**config.mk**
```make
export PLATFORM = sky130hd
export DESIGN_NAME = mem_port_arbiter
export DESIGN_NICKNAME = d
export VERILOG_FILES = /design/src/rtl/mem_port_arbiter.sv
export SDC_FILE = /design/constraint.sdc
export NUM_CORES = 1
export LEC_CHECK = 0
export BUFFER_PORTS_ARGS = -buffer_cell sky130_fd_sc_hd__buf_2
export CAP_MARGIN = 20
export CORE_MARGIN = 2
export CORE_UTILIZATION = 46
export CTS_BUF_LIST = sky130_fd_sc_hd__clkbuf_4 sky130_fd_sc_hd__clkbuf_8 sky130_fd_sc_hd__clkbuf_16
export DETAILED_ROUTE_END_ITERATION = 12
export GPL_TIMING_DRIVEN = 0
export PLACE_DENSITY = 0.89
export SLEW_MARGIN = 10
export SYNTH_ARGS = -nofsm -noshare
export SYNTH_HDL_FRONTEND = slang
export SYNTH_SLANG_ARGS = --single-unit
```
**constraint.sdc**
```tcl
create_clock -name clk -period 4.43 [get_ports clk]
set_input_delay 0 -clock clk [delete_from_list [all_inputs] [get_ports clk]]
set_output_delay 0 -clock clk [all_outputs]
set_load 0.005 [all_outputs]
```
**src/rtl/mem_port_arbiter.sv**
```systemverilog
// Arbitrates one single-port memory between instruction fetch and data load/store,
// sequencing each access through a fixed-latency IDLE -> WAIT -> RESP handshake.
module mem_port_arbiter #(
   parameter int ADDR_W      = 32,
   parameter int DATA_W      = 32,
   parameter int MEM_LATENCY = 2,
   parameter int STARVE_MAX  = 4
) (
   input  logic              clk,
   input  logic              rst,
   input  logic              if_req,
   input  logic [ADDR_W-1:0] if_addr,
   input  logic              if_cancel,
   output logic [DATA_W-1:0] if_rdata,
   output logic              if_ack,
   input  logic              dm_req,
   input  logic              dm_we,
   input  logic [ADDR_W-1:0] dm_addr,
   input  logic [DATA_W-1:0] dm_wdata,
   output logic [DATA_W-1:0] dm_rdata,
   output logic              dm_ack,
   output logic              mem_en,
   output logic              mem_we,
   output logic [ADDR_W-1:0] mem_addr,
   output logic [DATA_W-1:0] mem_wdata,
   input  logic [DATA_W-1:0] mem_rdata,
   output logic              stall_if,
   output logic              stall_mem,
   output logic              busy
);

   localparam logic [1:0] IDLE = 2'd0;
   localparam logic [1:0] WAIT = 2'd1;
   localparam logic [1:0] RESP = 2'd2;

   localparam int LW = (MEM_LATENCY < 1) ? 1 : $clog2(MEM_LATENCY + 1);
   localparam int SW = (STARVE_MAX < 1) ? 1 : $clog2(STARVE_MAX + 1);
   localparam logic [LW-1:0] LAT_LOAD   = LW'(MEM_LATENCY);
   localparam logic [SW-1:0] STARVE_LIM = SW'(STARVE_MAX);

   logic [1:0]    state_r;
   logic [LW-1:0] lat_cnt_r;
   logic [SW-1:0] starve_cnt_r;
   logic          owner_dm_r;
   logic          cancel_r;
   logic          fetch_pend_s;
   logic          grant_dm_s;
   logic          grant_if_s;
   logic          cancel_now_s;

   assign stall_if  = if_req & ~if_ack & ~if_cancel;
   assign stall_mem = dm_req & ~dm_ack;
   assign busy      = (state_r != IDLE);

   // Grant decision in IDLE: data first unless the fetch has been starved too long.
   always_comb begin
      fetch_pend_s = if_req & ~if_cancel;
      grant_dm_s   = 1'b0;
      grant_if_s   = 1'b0;
      cancel_now_s = cancel_r | (~owner_dm_r & if_cancel);
      if (state_r == IDLE) begin
         if (dm_req && !(fetch_pend_s && (starve_cnt_r == STARVE_LIM))) begin
            grant_dm_s = 1'b1;
         end else if (fetch_pend_s) begin
            grant_if_s = 1'b1;
         end else begin
            grant_dm_s = 1'b0;
            grant_if_s = 1'b0;
         end
      end else begin
         grant_dm_s = 1'b0;
         grant_if_s = 1'b0;
      end
   end

   // Access sequencer, memory port registers and response registers.
   always_ff @(posedge clk or posedge rst) begin
      if (rst) begin
         state_r      <= IDLE;
         lat_cnt_r    <= '0;
         starve_cnt_r <= '0;
         owner_dm_r   <= 1'b0;
         cancel_r     <= 1'b0;
         mem_en       <= 1'b0;
         mem_we       <= 1'b0;
         mem_addr     <= '0;
         mem_wdata    <= '0;
         if_rdata     <= '0;
         dm_rdata     <= '0;
         if_ack       <= 1'b0;
         dm_ack       <= 1'b0;
      end else begin
         mem_en <= 1'b0;
         if_ack <= 1'b0;
         dm_ack <= 1'b0;
         case (state_r)
            IDLE: begin
               if (grant_dm_s) begin
                  state_r    <= WAIT;
                  mem_en     <= 1'b1;
                  mem_we     <= dm_we;
                  mem_addr   <= dm_addr;
                  lat_cnt_r  <= LAT_LOAD;
                  owner_dm_r <= 1'b1;
                  if (dm_we) begin
                     mem_wdata <= dm_wdata;
                  end
                  // Count data grants that overtook a waiting fetch.
                  if (fetch_pend_s) begin
                     if (starve_cnt_r != STARVE_LIM) begin
                        starve_cnt_r <= starve_cnt_r + SW'(1);
                     end
                  end else begin
                     starve_cnt_r <= '0;
                  end
               end else if (grant_if_s) begin
                  state_r      <= WAIT;
                  mem_en       <= 1'b1;
                  mem_we       <= 1'b0;
                  mem_addr     <= if_addr;
                  lat_cnt_r    <= LAT_LOAD;
                  owner_dm_r   <= 1'b0;
                  starve_cnt_r <= '0;
               end
            end
            WAIT: begin
               if (~owner_dm_r & if_cancel) begin
                  cancel_r <= 1'b1;
               end
               if (lat_cnt_r == '0) begin
                  state_r <= RESP;
                  if (owner_dm_r) begin
                     dm_ack <= 1'b1;
                     if (!mem_we) begin
                        dm_rdata <= mem_rdata;
                     end
                  end else if (!cancel_now_s) begin
                     if_ack   <= 1'b1;
                     if_rdata <= mem_rdata;
                  end
               end else begin
                  lat_cnt_r <= lat_cnt_r - LW'(1);
               end
            end
            RESP: begin
               state_r  <= IDLE;
               cancel_r <= 1'b0;
            end
            default: begin
               state_r <= IDLE;
            end
         endcase
      end
   end

endmodule

```
==> results.tsv, run 1 <==
metric	value	unit
status	completed	
cp-endpoint	mem_addr[20]	
place.gp.congestion	0.817	
final_cell_mix	buf_2 (275), dfrtp_1 (141), dlygate4sd3_1 (130), mux2_2 (66), a21oi_1 (64)	
post_cts_buffers	0	
synth_nets	574	
dp_cells	874	
htree_levels	4	
syn_inst	437	
dr.pass1.iters	5	
arrival	2.85	ns
viasPerCell	5.04	
core.rowCount	40	
worst_slew_pin_slew	0.578	ns
path_common_cell	nor2_1	
place_ws	2.47	ns
maxCapViolCount	0	
r2r_cells	7	
busiest_layer	met2	
die-area	0.0133	mm2
fin_util	76.8	%
synth-seq-cells	141	
ant_nets	0	
relSlewSlack	61.5	%
layout.nets	992	
syn_area_per_cell	13.0	um2
synth_warnings	0	
ys_types	28	
coreArea	0.0121	mm2
path_clk_slew	0.06	ns
synth_top_family_by_area	multiplexers	
crit_path_start	state_r[1]	
synth-seq-area-share	61.9	%
clock_skew	0.00697	ns
worstPathRequired	4.77	ns
cp_max_fo	10	
worstPathCellList	nor2_1, o21ai_0, inv_2, clkbuf_1, nor2_1, a21oi_1, dlygate4sd3_1	
die_h	115	um
drive_gt1_share	48.0	%
min_path_cells	3	
layout_commonest_cell	buf_2	
grt_remaining_overflow	0	
regToRegStartpoint	state_r[1]	
grt_use_met1	30.4	%
worst_path_dominant_cell_family	buffers and inverters	
synthMuxAreaShare	20.9	%
drc	0	
cp.depth	7	
regToRegSetupSlack	1.92	ns
fmax	0.398	GHz
finalWirelength	19100	um
end_kind	flip-flop	
chipWidth	115	um
clk_path_buf_depth	2	
synth-simple-area-share	6.72	%
critical_path_class	reg2reg	
synth_compound_area_share	6.57	%
ir_drop	0.418	mV
yosys.area_share.adder	0.659	%
r2r-end	mem_addr[20]	
power.density	691	mW/mm2
grt_usage	28.8	%
min_path_type	in2reg	
cts.sinks	141	
worst_setup_path_start_kind	flip-flop	
met2_usage	50.1	%
clkLatencyLatePin	0.42	ns
detailedRoute.firstIterationViolations	300	
fin_crit	2.51	ns
timing.final.hold_violations	0	
dp_hpwl	10600	um
design_area	0.00926	mm2
routedWlPerCell	18.4	um
grt_pass1_vias	5791	
placed_area	0.00728	mm2
synthXorXnorAreaFrac	0	%
grt_first_pass_wirelength	28900	um
holdWs	0.0667	ns
ioPinCount	269	
layout.cells.non_filler	1038	
synthToLayoutAreaGrowth	62.5	%
cts_tree	yes	
start_util	47.2	%
setup_ws	1.92	ns
met3_usage	9.75	%
finalSetupViolCount	0	
grt_max_degree	82	
syn-cell-area	0.00570	mm2
path_buf_inv	3	
layout_worst_path_cycle_share	56.8	%
rsz0062_at_grt	no	
cts-root-buf	clkbuf_16	
slowest_stage	dlygate4sd3_1	
antenna_found_initial	2	
drv_slew	0	
vias	5235	
cp_slowest_stage_delay	0.64	ns
numCtsBuffers	17	
leakage	4.71	nW
io_buffer_count	268	
registers in the layout, indices dropped and copies added, names as in the netlist, 2 cells and up:
signal and cells:
dm_rdata 32, if_rdata 32, lat_cnt_r 2, mem_addr 32
mem_wdata 32, starve_cnt_r 3, state_r 2
stage by stage:
stage	TNS (ns)	total power, mW
6_report	0	6.40
5_1_grt	0	6.73
4_1_cts	0	6.25
3_5_place_dp	0	4.26
3_3_place_gp	-110.95	4.16
2_1_floorplan	0	3.33
synthesized netlist by cell type:
| cell type | number | area share [%] |
|---|---|---|
| a21o_1 | 1 | 0.13 |
| buf_4 | 4 | 0.53 |
| inv_2 | 1 | 0.066 |
| mux2_4 | 30 | 7.9 |
| nor2_1 | 33 | 2.2 |
| buf_2 | 7 | 0.61 |
| or3b_2 | 1 | 0.15 |
| nor3b_1 | 2 | 0.26 |
| nand2_2 | 1 | 0.11 |
| inv_1 | 9 | 0.59 |
| mux2_2 | 66 | 13 |
| o22ai_1 | 1 | 0.11 |
| nor3_1 | 1 | 0.088 |
| nand4_1 | 1 | 0.11 |
| buf_1 | 1 | 0.066 |
| and3b_1 | 1 | 0.15 |
| nand2_1 | 40 | 2.6 |
| nand4b_1 | 1 | 0.15 |
| o21ai_0 | 8 | 0.70 |
| a21oi_1 | 64 | 5.6 |
| nor2b_1 | 4 | 0.44 |
| and3_1 | 1 | 0.11 |
| clkbuf_1 | 8 | 0.53 |
| and2_4 | 1 | 0.15 |
| dfrtp_1 | 141 | 62 |
| ha_1 | 3 | 0.66 |
| nand3_1 | 2 | 0.18 |
| buf_6 | 4 | 0.79 |
area by class of cell:
cell class,count,area (um2)
Sequential cell,141,3530
Fill cell,703,2800
Timing Repair Buffer,399,2670
Multi-Input combinational cell,262,1990
Clock buffer,18,433
Clock inverter,14,240
Tap cell,168,210
Buffer,24,144
Inverter,10,42.5
Antenna cell,2,5.00
kinds of logic (layout without fill, tap and decap cells):
group / after synthesis / count (layout)
AO/OA/AOI/OAI: 74 / 74
adder cells (fa/ha/maj): 3 / 3
buffers and inverters: 34 / 465
flip-flops: 141 / 141
multiplexers: 96 / 96
other: 0 / 2
AND/OR/NAND/NOR: 89 / 89
power by group:
part	switching, mW	internal (mW)	total (mW)	leakage, nW
sequential	0.366	1.90	2.27	1.71
combinational	1.10	1.40	2.51	2.67
clock	0.561	1.06	1.63	0.324
what timing repair did:
item / in CTS / in global routing
hold endpoints to repair: 190 / 0
resized for setup: 0 / 0
hold buffers: 130 / 0
layer usage:
layer	wire length, um	vias up
met2	9600	285
met5	0	-
met4	931	0
met3	1540	83
met1	7010	2526
li1	-	2341
worst min path at each step:
stage,start,endpoint
floorplan,dm_req,stall_mem
global placement,dm_wdata[25],mem_wdata[25]
detailed placement,rst,if_rdata[21]
CTS,dm_we,mem_wdata[30]
global route,dm_we,mem_wdata[30]
finish,dm_we,mem_wdata[29]
worst register-to-register path: stages, from the launching register on:
cell and delay [ns]:
dfrtp_1 0.41, nor2_1 0.28, o21ai_0 0.21, inv_2 0.19, clkbuf_1 0.45, nor2_1 0.09
a21oi_1 0.17, dlygate4sd3_1 0.64
No activity file was read; power rests on OpenSTA's default activity.
==> run 2: changes to the inputs <==
Clock period 4.43 ns to 2.5 ns, I/O delays scaled along.
==> results.tsv, run 2 (synthesis results as in run 1) <==
metric	value	unit
dr.pass1.iters	4	
clock_skew	0.00434	ns
die-area	0.0133	mm2
holdWs	0.0579	ns
tns	0	ns
leakage	4.73	nW
place.gp.congestion	0.853	
coreArea	0.0121	mm2
design_area	0.00927	mm2
drc	0	
grt_pass1_vias	5950	
grt_max_degree	39	
drive_gt1_share	49.9	%
maxCapViolCount	0	
end_kind	flip-flop	
placed_area	0.00733	mm2
ir_drop	0.660	mV
fin_crit	2.44	ns
cts.sinks	141	
timing.final.hold_violations	0	
regToRegStartpoint	starve_cnt_r[0]	
relSlewSlack	70.2	%
synthToLayoutAreaGrowth	62.8	%
drv_slew	0	
start_util	47.2	%
worst_slew_pin_slew	0.447	ns
critical_path_class	reg2reg	
die_h	115	um
final_cell_mix	buf_2 (279), dfrtp_1 (141), dlygate4sd3_1 (133), mux2_2 (66), a21oi_1 (58)	
ant_nets	0	
worst_setup_path_start_kind	flip-flop	
r2r-end	mem_addr[29]	
r2r_cells	9	
vias	5331	
finalPower	11.0	mW
antenna_found_initial	0	
cts_tree	yes	
power.density	1180	mW/mm2
core.rowCount	40	
finalSetupViolCount	0	
arrival	2.73	ns
htree_levels	4	
layout_commonest_cell	buf_2	
layout.nets	999	
grt_first_pass_wirelength	30300	um
grt_usage	30.1	%
place_ws	0.585	ns
worstPathRequired	2.79	ns
regToRegSetupSlack	0.06	ns
finalWirelength	19900	um
dp_hpwl	10900	um
path_clk_slew	0.06	ns
layout_worst_path_cycle_share	97.7	%
detailedRoute.firstIterationViolations	391	
clkLatencyLatePin	0.41	ns
min_path_type	in2async	
chipWidth	115	um
setup_ws	0.0579	ns
antenna_cells	0	
numCtsBuffers	17	
cts-root-buf	clkbuf_16	
io_buffer_count	268	
cp_max_fo	10	
fmax	0.409	GHz
viasPerCell	5.12	
clk_path_buf_depth	2	
routedWlPerCell	19.1	um
ioPinCount	269	
status	completed	
grt_remaining_overflow	0	
run 2: worst max-delay path: stages (launching register included):
cell and delay [ns]:
dfrtp_1 0.42, inv_1 0.08, ha_2 0.20, nand4b_1 0.16, and3_1 0.21, buf_4 0.17, buf_2 0.20, a21oi_1 0.22
a21oi_1 0.09, dlygate4sd3_1 0.57
run 2: final cells by class:
class	count	area [um2]
Fill cell	683	2790
Clock inverter	7	65.1
Multi-Input combinational cell	262	2030
Buffer	24	154
Inverter	10	41.3
Tap cell	168	210
Timing Repair Buffer	406	2760
Sequential cell	141	3530
Clock buffer	23	489
run 2: worst max-delay path by stage:
stage,start,to,slack (ns),cells after the start
5_1_grt,starve_cnt_r[0],mem_addr[18],-0.005,9
3_3_place_gp,rst,dm_rdata[2],-0.12,2
4_1_cts,starve_cnt_r[0],mem_addr[12],0.12,9
2_1_floorplan,rst,cancel_r,0.74,1
3_5_place_dp,starve_cnt_r[0],mem_wdata[0],0.58,8
6_report,starve_cnt_r[0],mem_addr[29],0.06,9
run 2: routing by layer:
| metal | routed length, um | GRT usage, % | part of all wire (%) |
|---|---|---|---|
| met1 | 7260 | 31.6 | 36 |
| met2 | 10600 | 55.2 | 53 |
| met3 | 1440 | 8.91 | 7.2 |
| met4 | 575 | 14.3 | 2.9 |
| met5 | 0 | 0 | 0 |
run 2: power breakdown:
group | switching (mW) | internal (mW) | total (mW)
Clock | 0.919 | 1.46 | 2.38
Sequential | 0.667 | 3.37 | 4.04
Combinational | 2.00 | 2.55 | 4.56
run 2: repair_timing:
item                                    4_1_cts  5_1_grt
hold buffers                                133        0
hold endpoints to repair                    271        0
buffers inserted                              0        1
endpoints found under the setup margin        0       33
gates resized for setup                       0       30
run 2: metrics by stage:
| stage | util (%) | cells |
|---|---|---|
| 3_5_place_dp | 60.8 | 877 |
| 5_1_grt | 76.9 | 1041 |
| 6_report | 76.9 | 1041 |
| 3_3_place_gp | 60.1 | 873 |
| 4_1_cts | 76.4 | 1040 |
| 2_1_floorplan | - | 437 |
